File: src/rtl/dpll_pkg.sv
`default_nettype none
// ============================================================================
// Module      : dpll_pkg
// Description : Shared types and default sizing for the dpll lock detector.
//               lock_state_e is the 2-bit lock FSM encoding, which is also
//               exported on the debug state port.
// Revision    : 1.0 - initial release
// ============================================================================
package dpll_pkg;

    typedef enum logic [1:0] {
        ST_UNLOCKED  = 2'd0,
        ST_ACQUIRING = 2'd1,
        ST_LOCKED    = 2'd2,
        ST_SLIPPING  = 2'd3
    } lock_state_e;

    localparam int ERR_W_DEF      = 16;
    localparam int LOCK_CNT_DEF   = 64;
    localparam int UNLOCK_CNT_DEF = 4;

endpackage : dpll_pkg
`default_nettype wire

File: src/rtl/dpll_abs_sat.sv
`default_nettype none
// ============================================================================
// Module      : dpll_abs_sat
// Description : Combinational saturating absolute value. Takes a W-bit
//               two's-complement value and returns its magnitude in W-1 bits.
//               The most-negative input, whose magnitude does not fit,
//               saturates to all ones.
// Ports       : i_din  in  W    signed input (two's complement)
//               o_mag  out W-1  unsigned magnitude
// Revision    : 1.0 - initial release
// ============================================================================
module dpll_abs_sat #(
    parameter int W = 16
) (
    input  logic [W-1:0] i_din,
    output logic [W-2:0] o_mag
);

    logic [W-2:0] w_neg;

    always_comb begin
        // Only the low W-1 bits of the negation are needed. For every
        // negative input except the most-negative one, the true magnitude
        // is below 2^(W-1), so those low bits are exact.
        w_neg = (~i_din[W-2:0]) + 1'b1;
        if (i_din[W-1] && (i_din[W-2:0] == '0)) begin
            o_mag = '1;
        end else if (i_din[W-1]) begin
            o_mag = w_neg;
        end else begin
            o_mag = i_din[W-2:0];
        end
    end

endmodule : dpll_abs_sat
`default_nettype wire

File: src/rtl/dpll_lock_detect.sv
`default_nettype none
// ============================================================================
// Module      : dpll_lock_detect
// Description : Lock detector for the dpll. Consumes the signed phase-error
//               stream from the phase detector. It declares lock after
//               LOCK_CNT consecutive samples with |err| <= lock_thresh. It
//               drops lock after UNLOCK_CNT consecutive samples with
//               |err| > unlock_thresh. The two thresholds give hysteresis.
//               Only cycles with err_valid=1 advance the detector.
// Ports       : clk            in   1        clock
//               rst            in   1        synchronous active-high reset
//               err_valid      in   1        qualifies err
//               err            in   ERR_W    signed phase error
//               lock_thresh    in   ERR_W-1  acquire window (|err| <= thr)
//               unlock_thresh  in   ERR_W-1  release window (|err| > thr)
//               locked         out  1        registered lock status
//               lock_lost      out  1        1-cycle pulse on loss of lock
//               state_o        out  2        current FSM state (debug)
// Option      : DPLL_LOCK_STATS_EN adds the statistics ports:
//               stats_clr      in   1        clear both statistics
//               loss_cnt       out  16       saturating lock-loss count
//               peak_err       out  ERR_W-1  peak |err| seen while locked
// Revision    : 1.0 - initial release
// ============================================================================
module dpll_lock_detect
    import dpll_pkg::*;
#(
    parameter int ERR_W      = ERR_W_DEF,
    parameter int LOCK_CNT   = LOCK_CNT_DEF,
    parameter int UNLOCK_CNT = UNLOCK_CNT_DEF
) (
    input  logic             clk,
    input  logic             rst,
    input  logic             err_valid,
    input  logic [ERR_W-1:0] err,
    input  logic [ERR_W-2:0] lock_thresh,
    input  logic [ERR_W-2:0] unlock_thresh,
`ifdef DPLL_LOCK_STATS_EN
    input  logic             stats_clr,
    output logic [15:0]      loss_cnt,
    output logic [ERR_W-2:0] peak_err,
`endif
    output logic             locked,
    output logic             lock_lost,
    output logic [1:0]       state_o
);

    localparam int c_ACQ_W  = $clog2(LOCK_CNT + 1);
    localparam int c_MISS_W = $clog2(UNLOCK_CNT + 1);

    // Counter values that complete a run when one more qualifying sample arrives
    localparam logic [c_ACQ_W-1:0]  c_ACQ_LAST  = c_ACQ_W'(LOCK_CNT - 1);
    localparam logic [c_MISS_W-1:0] c_MISS_LAST = c_MISS_W'(UNLOCK_CNT - 1);

    lock_state_e         r_state;
    lock_state_e         w_state_nxt;
    logic [c_ACQ_W-1:0]  r_acq_cnt;
    logic [c_ACQ_W-1:0]  w_acq_nxt;
    logic [c_MISS_W-1:0] r_miss_cnt;
    logic [c_MISS_W-1:0] w_miss_nxt;
    logic                r_locked;
    logic                r_lock_lost;
    logic                w_lose;

    logic [ERR_W-2:0]    w_mag;
    logic                w_in_win;
    logic                w_out_win;

    dpll_abs_sat #(
        .W (ERR_W)
    ) u_abs_sat (
        .i_din (err),
        .o_mag (w_mag)
    );

    // A sample between the two windows is neither in-window nor
    // out-of-window: it breaks acquisition but is not a miss while locked.
    assign w_in_win  = (w_mag <= lock_thresh);
    assign w_out_win = (w_mag >  unlock_thresh);

    // ------------------------------------------------------------------
    // Next-state / counter logic
    // ------------------------------------------------------------------
    always_comb begin
        w_state_nxt = r_state;
        w_acq_nxt   = r_acq_cnt;
        w_miss_nxt  = r_miss_cnt;
        w_lose      = 1'b0;

        if (err_valid) begin
            case (r_state)
                ST_UNLOCKED: begin
                    if (w_in_win) begin
                        if (LOCK_CNT == 1) begin
                            w_state_nxt = ST_LOCKED;
                            w_acq_nxt   = '0;
                        end else begin
                            w_state_nxt = ST_ACQUIRING;
                            w_acq_nxt   = c_ACQ_W'(1);
                        end
                    end
                end
                ST_ACQUIRING: begin
                    if (!w_in_win) begin
                        w_state_nxt = ST_UNLOCKED;
                        w_acq_nxt   = '0;
                    end else if (r_acq_cnt == c_ACQ_LAST) begin
                        w_state_nxt = ST_LOCKED;
                        w_acq_nxt   = '0;
                    end else begin
                        w_acq_nxt   = r_acq_cnt + c_ACQ_W'(1);
                    end
                end
                ST_LOCKED: begin
                    if (w_out_win) begin
                        if (UNLOCK_CNT == 1) begin
                            w_state_nxt = ST_UNLOCKED;
                            w_miss_nxt  = '0;
                            w_lose      = 1'b1;
                        end else begin
                            w_state_nxt = ST_SLIPPING;
                            w_miss_nxt  = c_MISS_W'(1);
                        end
                    end
                end
                ST_SLIPPING: begin
                    if (!w_out_win) begin
                        w_state_nxt = ST_LOCKED;
                        w_miss_nxt  = '0;
                    end else if (r_miss_cnt == c_MISS_LAST) begin
                        w_state_nxt = ST_UNLOCKED;
                        w_miss_nxt  = '0;
                        w_acq_nxt   = '0;
                        w_lose      = 1'b1;
                    end else begin
                        w_miss_nxt  = r_miss_cnt + c_MISS_W'(1);
                    end
                end
                default: begin
                    w_state_nxt = ST_UNLOCKED;
                    w_acq_nxt   = '0;
                    w_miss_nxt  = '0;
                end
            endcase
        end
    end

    // ------------------------------------------------------------------
    // State register and registered outputs
    // ------------------------------------------------------------------
    always_ff @(posedge clk) begin
        if (rst) begin
            r_state     <= ST_UNLOCKED;
            r_acq_cnt   <= '0;
            r_miss_cnt  <= '0;
            r_locked    <= 1'b0;
            r_lock_lost <= 1'b0;
        end else begin
            r_state     <= w_state_nxt;
            r_acq_cnt   <= w_acq_nxt;
            r_miss_cnt  <= w_miss_nxt;
            r_locked    <= (w_state_nxt == ST_LOCKED) || (w_state_nxt == ST_SLIPPING);
            r_lock_lost <= w_lose;
        end
    end

    assign locked    = r_locked;
    assign lock_lost = r_lock_lost;
    assign state_o   = r_state;

`ifdef DPLL_LOCK_STATS_EN
    // ------------------------------------------------------------------
    // Statistics: lock-loss counter and peak error while locked.
    // A clear wins over an update in the same cycle.
    // ------------------------------------------------------------------
    logic [15:0]      r_loss_cnt;
    logic [ERR_W-2:0] r_peak_err;

    always_ff @(posedge clk) begin
        if (rst || stats_clr) begin
            r_loss_cnt <= '0;
            r_peak_err <= '0;
        end else begin
            if (w_lose && (r_loss_cnt != 16'hFFFF)) begin
                r_loss_cnt <= r_loss_cnt + 16'd1;
            end
            if (err_valid && r_locked && (w_mag > r_peak_err)) begin
                r_peak_err <= w_mag;
            end
        end
    end

    assign loss_cnt = r_loss_cnt;
    assign peak_err = r_peak_err;
`endif

endmodule : dpll_lock_detect
`default_nettype wire

File: config.mk
export PLATFORM = sky130hd
export DESIGN_NAME = dpll_lock_detect
export DESIGN_NICKNAME = d
export VERILOG_FILES = /design/src/rtl/dpll_pkg.sv /design/src/rtl/dpll_abs_sat.sv /design/src/rtl/dpll_lock_detect.sv
export SDC_FILE = /design/constraint.sdc
export NUM_CORES = 1
export LEC_CHECK = 0
export CELL_PAD_IN_SITES_DETAIL_PLACEMENT = 1
export CELL_PAD_IN_SITES_GLOBAL_PLACEMENT = 2
export CORE_AREA = 2 2 89 91
export CTS_BUF_LIST = sky130_fd_sc_hd__clkbuf_16
export CTS_CLUSTER_DIAMETER = 50
export DETAILED_ROUTE_END_ITERATION = 7
export DIE_AREA = 0 0 91 93
export PLACE_DENSITY = 0.82
export REMOVE_ABC_BUFFERS = 1
export SETUP_SLACK_MARGIN = 0.1
export SYNTH_ARGS = -nofsm -noshare
export SYNTH_HDL_FRONTEND = slang
export SYNTH_HIERARCHICAL = 1
export SYNTH_SLANG_ARGS = --single-unit
File: constraint.sdc
create_clock -name clk -period 4.55 [get_ports clk]
set_input_delay 0.6825 -clock clk [delete_from_list [all_inputs] [get_ports clk]]
set_output_delay 0.6825 -clock clk [all_outputs]
set_load 0.01 [all_outputs]
==> summary.txt, run 1 <==
Timing
  – Least-Margin Pin Slew: 0.6686 ns
  – Final hold vios: 0
  – Achievable frequency: about 240 MHz
  – Setup violators final: 0
  – Period Utilization, post-route: 0.9170
  – Unrepaired setup endpoints after global routing: no
  – Slew margin rel.: 0.5529
  – Setup_tns: 0 ns
  – Min Hold Slack: 0.4502 ns
  – Final Critical Period: 4.173 ns
  – Max-slew violation count: 0
  – Clock Skew: 0.002463 ns

Run status
  – Status: complete, no violations

Power and ir drop
  – Leakage: around 1.1 nW
  – Peak supply drop: 0.09127 mV
  – Pwr per Cell Area: 178.8 mW/mm2
  – Design Power: 0.0004887 W

Cells and area
  – FF+latch area: approximately 280 um2
  – Final nets: roughly 410
  – Combined area of the multi-input logic cells: 0.001513 mm2
  – Fillcell total: a little under 1000
  – Non-Filler Instances: 424
  – Fin area: 0.002734 mm2
  – Layout area overhead: 37.16%
  – # diodes: 0
  – Layout cells sized above 1: 0.08385

Yosys
  – Syn avg cell area: 7.437 um2
  – Post-synth EDFFs: 0
  – Sequential cell area fraction in the yosys report: 0.1406
  – Synth async-reset ratio: 0
  – Netlist cell types: 55
  – Ys flop type: dfxtp_1
  – Cell taking the most area after synthesis: ha_1
  – Yosys top cell area share: 0.2072
  – Dominant cells by area after synthesis: ha_1 (21%), dfxtp_1 (14%), inv_1 (7.9%)
  – Synthesized cell area: 0.001993 mm2
  – Total number of yosys warnings: 6
  – Post-synthesis register bit count: 14
  – Cells after Synth: 268

Floorplanning
  – Starting Density: 0.2648
  – Core area: 0.007527 mm2
  – Chip Width: 91 um
  – Die ar.: 0.008463 mm2
  – Row cnt: 32
  – I/O pin total: 53
  – Die H: just over 90 um

Worst setup path
  – CP required: about 4.7 ns
  – CP Max Fanout: 6
  – Worst path arrival time: ~4.3 ns
  – Reg2reg setup slack: 2.68 ns
  – Crit path launch: err[4]
  – Crit path cell chain: clkdlybuf4s50_1, or4_4, or4_4, o21ai_0, o21ai_0, ha_1, nand4_1, a31oi_1, nor2_1, a21oi_2, mux2_2, a211oi_1
  – Worst R2R Start: r_acq_cnt[0]
  – CP Class: in -> reg
  – Startpoint types: input port
  – R2r worst-path depth: 6
  – R2r endpoint: state_o[0]
  – CP max stage delay: 0.56 ns
  – Crit path capture: r_miss_cnt[2]
  – Crit. End Element: flip-flop
  – Slowest stage cell, crit path: or4_4

Clocking
  – Clock Latency Late Sink: 0.24 ns
  – Clock transition at path regs: 0.04 ns
  – H-tree depth: 1
  – Clock sinks: 14
  – CTS Buffer Depth: 2
  – CTS Buf Count: 3
  – TritonCTS clock tree: yes
  – Setup repair bufs after CTS: 0
  – CTS root buf: clkbuf_16

Drt
  – Via count: 2117
  – Drt drc: 0
  – Total wire length: ~6000 um
  – Via-to-Cell Ratio: 4.993
  – DRT iter0 DRCs: 89
  – DRT antenna net count: 0
  – TritonRoute pass-1 iters: 4
  – Wirelength per Cell: 14.04 um

Global routing
  – Initial antenna violation count: 0
  – Largest net degree at the start of global routing: 21
  – Global-route wire length before repair: around 10000 um
  – Number of global-route vias before repair: 2158
  – Total GRT Usage: 0.1474
  – Total grt overflow: 0

Placement
  – Routability Congestion: roughly 0.76
  – Inst Count DP: 421
  – Port buffer count: 52
  – Detailed placer's ending HPWL: roughly 5000 um
  – Cell Area, Placed: ~0.0027 mm2

Worst hold path
  – Worst Hold Class: reg -> reg

Job
  – Total of max-cap violations: 0
-- layout by cell type (no fill, tap or decap), drive strengths merged, types with 6 or more instances in the layout --
cell type,n
a21oi,19
inv,42
and3,6
nand2b,7
nand4,12
clkdlybuf4s50,52
nor2,13
buf,8
dfxtp,14
nand3,12
nand2,9
o21ai,24
ha,33
-- state kept, by name (all words and copies together), names as in the netlist --
name	count
r_acq_cnt	7
lock_lost	1
locked	1
r_miss_cnt	3
state_o	2
-- per-layer routing --
| layer | GRT usage | share of wire | vias up |
|---|---|---|---|
| met2 | 0.2630 | 0.48 | 33 |
| met1 | 0.1973 | 0.50 | 983 |
| li1 | - | - | 1099 |
| met4 | 0.01641 | 0.0017 | 0 |
| met3 | 0.01692 | 0.023 | 2 |
| met5 | 0 | 0 | - |
-- what timing repair did --
item                                    CTS  global route
resized for setup                         0             2
hold buffers                              0             0
endpoints found under the setup margin    0            11
-- synthesized netlist by cell type (2+ instances only) --
master / count
o21ai_0: 24
a31oi_1: 4
o31ai_1: 2
a21oi_1: 18
o21a_1: 3
or4_1: 2
clkbuf_1: 5
a221oi_1: 2
and3_1: 6
and2_1: 2
nand2_1: 9
nand3b_1: 2
or3_1: 4
o211ai_1: 2
nand4b_1: 4
ha_1: 33
a311oi_1: 2
inv_1: 42
a211oi_1: 4
dfxtp_1: 14
nand3_1: 12
nor3_1: 2
nand2b_1: 7
nor2b_1: 3
nor2_1: 13
nand4_1: 12
o31a_1: 3
nor4_2: 2
or4_4: 2
a21bo_2: 3
-- worst max-delay path: cells and delay by family --
family / cells / cell delay [ns]
mux: 1 / 0.37
simple gates: 4 / 1.41
fa+ha+maj: 1 / 0.33
buf+inv: 1 / 0.48
compound gates: 5 / 1.03
-- logic make-up (layout without fill, tap and decap cells) --
logic type	count (synthesis)	count (layout)	synth area share
AOI/OAI and AO/OA	81	81	0.2806
adders and majority gates	33	33	0.2072
buffers and inverters	51	105	0.1023
DFF	14	14	0.1406
muxes	2	2	0.01067
and+or+nand+nor	87	87	0.2586
-- final cells by class --
| class | count | share of cell area |
|---|---|---|
| sequential | 14 | 0.1025 |
| timing repair buffer | 60 | 0.2124 |
| multi-input combinational | 203 | 0.5533 |
| tap | 102 | 0.04668 |
| inverter | 42 | 0.05767 |
| clock buffer | 3 | 0.02746 |
-- how the worst min path moves through the flow --
stage	startpoint	to	slack (ns)	depth (start not counted)
6_report	r_miss_cnt[2]	r_miss_cnt[2]	0.45	2
5_1_grt	r_miss_cnt[2]	r_miss_cnt[2]	0.48	2
4_1_cts	r_miss_cnt[2]	r_miss_cnt[2]	0.45	2
3_5_place_dp	r_miss_cnt[2]	r_miss_cnt[2]	0.44	2
3_3_place_gp	r_miss_cnt[2]	r_miss_cnt[2]	0.44	2
2_1_floorplan	r_miss_cnt[2]	r_miss_cnt[2]	0.42	2
-- report_power, final --
group	switching (W)	leakage (nW)	total [W]	internal [W]
Clock	0.0000491	0.0370	0.000164	0.000115
Combinational	0.0000947	0.975	0.000194	0.0000997
Sequential	0.00000517	0.113	0.000130	0.000125
-- metrics by stage --
stage | worst slack [ns] | utilization
6_report | 0.3774 | 0.3632
5_1_grt | 0.1005 | 0.3632
4_1_cts | 0.3194 | 0.3627
3_5_place_dp | 0.07625 | 0.3527
3_3_place_gp | 0.1297 | 0.3527
2_1_floorplan | 0.6149 | -
Note: power is estimated with default switching activity, not from simulation.
==> run 2: changes to the inputs <==
Settings changed: SETUP_SLACK_MARGIN 0.1 to 0.02.
==> run 2 against run 1 <==
  * Hold slack stayed put
  * Worst setup slack got worse by 0.065 ns
  * First-iteration DRC count down 1.1%
  * Combinational power about the same
  * Clock-buffer cell count is the same
  * Sequential power barely moved
  * Die area is the same
  * Design area decreased by 0.14%
  * Core utilization about the same
  * Sequential share of layout area barely moved
  * Global-route usage stayed put
  * Clock power about the same
  * Critical path type unchanged
  * Largest power group unchanged
==> summary.txt, run 2 (same netlist as run 1, synthesis figures left out) <==
Clocking
  – TritonCTS clock tree: yes
  – H-tree depth: 1
  – Clock Latency Late Sink: 0.24 ns
  – CTS Buffer Depth: 2
  – Hold-fix buffers, CTS: 0
  – Clock sinks: 14
  – Clock transition at path regs: 0.04 ns
  – CTS Buf Count: 3
  – CTS root buf: clkbuf_16

Timing
  – Least-Margin Pin Slew: 0.6671 ns
  – Clock Skew: between 0.002 and 0.0025 ns
  – Unrepaired setup endpoints after global routing: yes
  – Final hold vios: 0
  – Slew margin rel.: 0.5539
  – Setup_tns: 0 ns
  – Max-slew violation count: 0
  – Period Utilization, post-route: 0.9313
  – Final Critical Period: between 4 and 5 ns
  – Setup violators final: 0
  – Achievable frequency: 236.0 MHz

Cells and area
  – Non-Filler Instances: 424
  – Layout area overhead: 36.97%
  – Max reg flops: 7
  – Biggest register: r_acq_cnt
  – Layout cells sized above 1: 0.08075
  – Fillcell total: 962
  – Final nets: just over 400
  – # diodes: 0
  – Most common cell after layout, fill and taps aside: clkdlybuf4s50_1
  – Commonest non-fill, non-tap cells in the layout: clkdlybuf4s50_1 (52), inv_1 (42), ha_1 (33), o21ai_0 (23), a21oi_1 (18)

Global routing
  – Initial antenna violation count: 0
  – Number of global-route vias before repair: 2158
  – Total grt overflow: 0
  – Global-route wire length before repair: 10420 um
  – Total GRT Usage: 0.1474
  – Largest net degree at the start of global routing: 21

Power and ir drop
  – Design Power: a little under 0.0005 W
  – Peak supply drop: a little over 0.09 mV
  – Leakage: ~1.1 nW
  – Pwr per Cell Area: 178.9 mW/mm2

Placement
  – Routability Congestion: 0.7633
  – Port buffer count: 52
  – Detailed placer's ending HPWL: 4979 um
  – Inst Count DP: 421

Worst setup path
  – Crit. End Element: flip-flop
  – CP Class: in -> reg
  – Startpoint types: input port
  – Worst path arrival time: 4.38 ns
  – CP Max Fanout: 5
  – CP required: 4.70 ns

Floorplanning
  – Starting Density: 0.2648
  – Die ar.: 0.008463 mm2
  – Core area: 0.007527 mm2
  – Row cnt: 32
  – I/O pin total: 53
  – Die H: 93 um
  – Chip Width: approximately 91 um

Drt
  – Via count: 2112
  – Total wire length: a little under 6000 um
  – DRT iter0 DRCs: 88
  – Via-to-Cell Ratio: ~5.0
  – TritonRoute pass-1 iters: 4
  – Drt drc: 0
  – Wirelength per Cell: roughly 14 um
  – DRT antenna net count: 0

Run status
  – Status: complete, no violations

Job
  – Total of max-cap violations: 0

Worst hold path
  – Worst Hold Class: reg -> reg
## run 2: cell counts in the layout (fill, tap and decap cells not counted)
No cell type changed its count.
## run 2: final timing paths
| path | startpoint | to | slack [ns] | cells past startpoint |
|---|---|---|---|---|
| hold reg to reg | r_miss_cnt[2] | r_miss_cnt[2] | 0.45 | 2 |
| hold / removal | r_miss_cnt[2] | r_miss_cnt[2] | 0.45 | 2 |
| setup reg to reg | r_acq_cnt[0] | state_o[0] | 2.68 | 6 |
| setup / recovery | err[7] | r_miss_cnt[2] | 0.31 | 12 |
## run 2: metal layers
metal  GRT usage  vias to the layer above  routed length, um
li1            -                     1100                  -
met1      0.1973                      974               2947
met2      0.2630                       36               2848
met3     0.01692                        2                144
met4     0.01641                        0                 10
met5           0                        -                  0
## run 2: critical path, stage by stage
cell	delay, ns
clkdlybuf4s50_1	0.46
or4_1	0.66
or4_4	0.54
o21ai_0	0.16
o21ai_0	0.13
ha_1	0.33
nand4_1	0.20
a31oi_1	0.25
nor2_1	0.10
a21oi_2	0.27
mux2_2	0.37
a211oi_1	0.22
## run 2: power by group
group	leakage [nW]	switching, W	internal, W
Combinational	0.974	0.0000946	0.0000996
Clock	0.0370	0.0000491	0.000115
Sequential	0.113	0.00000517	0.000125
## run 2: layout make-up
type / count / area (um2) / area share
multi-input cells: 203 / 1509 / 0.5527
repair buffers: 60 / 580.6 / 0.2126
flip-flops and latches: 14 / 280.3 / 0.1027
inverters: 42 / 157.7 / 0.05775
well taps: 102 / 127.6 / 0.04675
clock buffers: 3 / 75.07 / 0.02750
## run 2: timing repair
action,4_1_cts,5_1_grt
buffers inserted,0,0
gates resized for setup,0,1
endpoints found under the setup margin,0,4
## run 2: through the flow
stage                     instance area (um2)  hold WS (ns)  utilization  setup WS (ns)
after floorplan                          1947        0.4194            -         0.6149
after global routing                     2730        0.4771       0.3627       0.009094
after CTS                                2730        0.4507       0.3627         0.3194
after global placement                   2655        0.4377       0.3527         0.1297
final                                    2730        0.4502       0.3627         0.3124
after detailed placement                 2655        0.4445       0.3527        0.07625
==> run 3: changes to the inputs <==
Settings changed: CAP_MARGIN set to 0, CTS_CLUSTER_SIZE set to 12, MAX_ROUTING_LAYER set to met4.
==> run 3 against run 2 <==
  * Worst setup slack gained 0.010 ns
  * Total power grew 0.16%
  * Register-to-register slack is essentially flat
  * Largest cell class unchanged
  * Non-clock buffer count is the same
  * Critical path type unchanged
  * Hold slack is essentially flat
  * First-iteration DRC count shrank 3.4%
  * Global-route usage grew 0.39 points
==> summary.txt, run 3 (same netlist as run 1, synthesis figures left out) <==
Worst setup path
  – Worst path arrival time: 4.38 ns
  – CP max stage delay: 0.65 ns
  – R2r worst-path depth: 6
  – Startpoint types: input port
  – CP required: 4.70 ns
  – Crit path cell chain: clkdlybuf4s50_1, or4_1, or4_4, o21ai_0, o21ai_0, ha_1, nand4_1, a31oi_1, nor2_1, a21oi_2, mux2_2, a211oi_1
  – CP Max Fanout: 5
  – CP Class: in -> reg
  – Slowest stage cell, crit path: or4_1
  – Crit. End Element: flip-flop
  – Top cell by count, worst path: o21ai_0

Drt
  – Total wire length: 5935 um
  – DRT antenna net count: 0
  – Drt drc: 0
  – Met1 WL: 2930 um
  – DR top layer: met4
  – TritonRoute pass-1 iters: 4
  – Met3 WL: 128 um
  – Via-to-Cell Ratio: 5.002
  – DRT iter0 DRCs: 85
  – Via count: around 2100
  – Wirelength per Cell: 14.00 um
  – Met2 WL: between 2000 and 3000 um

Clocking
  – Clock sinks: 14
  – CTS Buf Count: 3
  – TritonCTS clock tree: yes
  – CTS Buffer Depth: 2
  – H-tree depth: 1
  – Setup repair bufs after CTS: 0
  – Clock transition at path regs: 0.04 ns
  – Clock Latency Late Sink: around 0.24 ns
  – CTS root buf: clkbuf_16

Timing
  – Unrepaired setup endpoints after global routing: no
  – Setup violators final: 0
  – Final WS setup: 0.3226 ns
  – Slew margin rel.: 0.5548
  – Least-Margin Pin Slew: 0.6657 ns
  – Max-slew violation count: 0
  – Final hold vios: 0
  – Setup_tns: 0 ns
  – Achievable frequency: 236.6 MHz
  – Clock Skew: 0.001729 ns
  – Final Critical Period: 4.227 ns
  – Period Utilization, post-route: 0.9291

Floorplanning
  – Starting Density: 0.2648
  – Die ar.: 0.008463 mm2
  – I/O pin total: 53
  – Chip Width: roughly 90 um
  – Die H: a little over 90 um
  – Core area: about 0.0075 mm2
  – Row cnt: 32

Power and ir drop
  – Peak supply drop: 0.09173 mV
  – Leakage: between 1 and 1.5 nW
  – Design Power: 0.0004892 W
  – Pwr per Cell Area: 179.2 mW/mm2

Job
  – Total of max-cap violations: 0

Cells and area
  – Layout cells sized above 1: 0.08075
  – Final nets: 406
  – Biggest register: r_acq_cnt
  – Fillcell total: 962
  – Most common cell after layout, fill and taps aside: clkdlybuf4s50_1
  – Layout area overhead: 36.97%
  – # diodes: 0
  – Commonest non-fill, non-tap cells in the layout: clkdlybuf4s50_1 (52), inv_1 (42), ha_1 (33), o21ai_0 (23), a21oi_1 (18)
  – Combined area of the multi-input logic cells: 0.001509 mm2
  – FF+latch area: 280.3 um2
  – Max reg flops: 7

Global routing
  – Total grt overflow: 0
  – Total GRT Usage: 0.1513
  – Largest net degree at the start of global routing: 21
  – Initial antenna violation count: 0
  – Global-route wire length before repair: 10410 um
  – Number of global-route vias before repair: 2158

Placement
  – Port buffer count: 52
  – Worst slack at placement: 0.07625 ns
  – Routability Congestion: roughly 0.77
  – Detailed placer's ending HPWL: 4979 um

Worst hold path
  – Worst Hold Class: reg -> reg
  – Hold path cells: 2

Run status
  – Status: complete, no violations
run 3: through the flow:
stage          utilization  hold WS, ns  cells  cell area (um2)
6_report            0.3627       0.4501    424             2730
5_1_grt             0.3627       0.4771    424             2730
4_1_cts             0.3627       0.4507    424             2730
3_5_place_dp        0.3527       0.4445    421             2655
3_3_place_gp        0.3527       0.4377    421             2655
2_1_floorplan            -       0.4194    259             1947
run 3: area by class of cell:
cell class,instances,share of cell area
Tap cell,102,0.04675
Multi-Input combinational cell,203,0.5527
Clock buffer,3,0.02750
Inverter,42,0.05775
Timing Repair Buffer,60,0.2126
Sequential cell,14,0.1027
run 3: worst max-delay path, delay by kind of cell:
family / cells / cell delay (ns)
simple gates: 4 / 1.49
compound gates: 5 / 1.03
buf+inv: 1 / 0.46
mux: 1 / 0.37
fa+ha+maj: 1 / 0.33
run 3: report_power, final:
| part | switching [W] | internal (W) |
|---|---|---|
| sequential | 0.00000511 | 0.000125 |
| clock | 0.0000499 | 0.000115 |
| combinational | 0.0000945 | 0.0000996 |
run 3: path summary, 6_finish.rpt:
| kind | start | endpoint | slack (ns) |
|---|---|---|---|
| worst max-delay path | err[7] | r_miss_cnt[2] | 0.32 |
| worst min register to register | r_miss_cnt[2] | r_miss_cnt[2] | 0.45 |
| worst max register to register | r_acq_cnt[0] | state_o[0] | 2.68 |
| worst min-delay path | r_miss_cnt[2] | r_miss_cnt[2] | 0.45 |
run 3: per-layer routing:
layer	vias to the layer above	track usage
met4	0	0.01641
met5	-	-
met2	36	0.2636
met1	981	0.1963
met3	4	0.01692
li1	1100	-
run 3: repair_timing:
action	CTS	global route
resized for setup	0	1
endpoints found under the setup margin	0	2
hold buffers	0	0
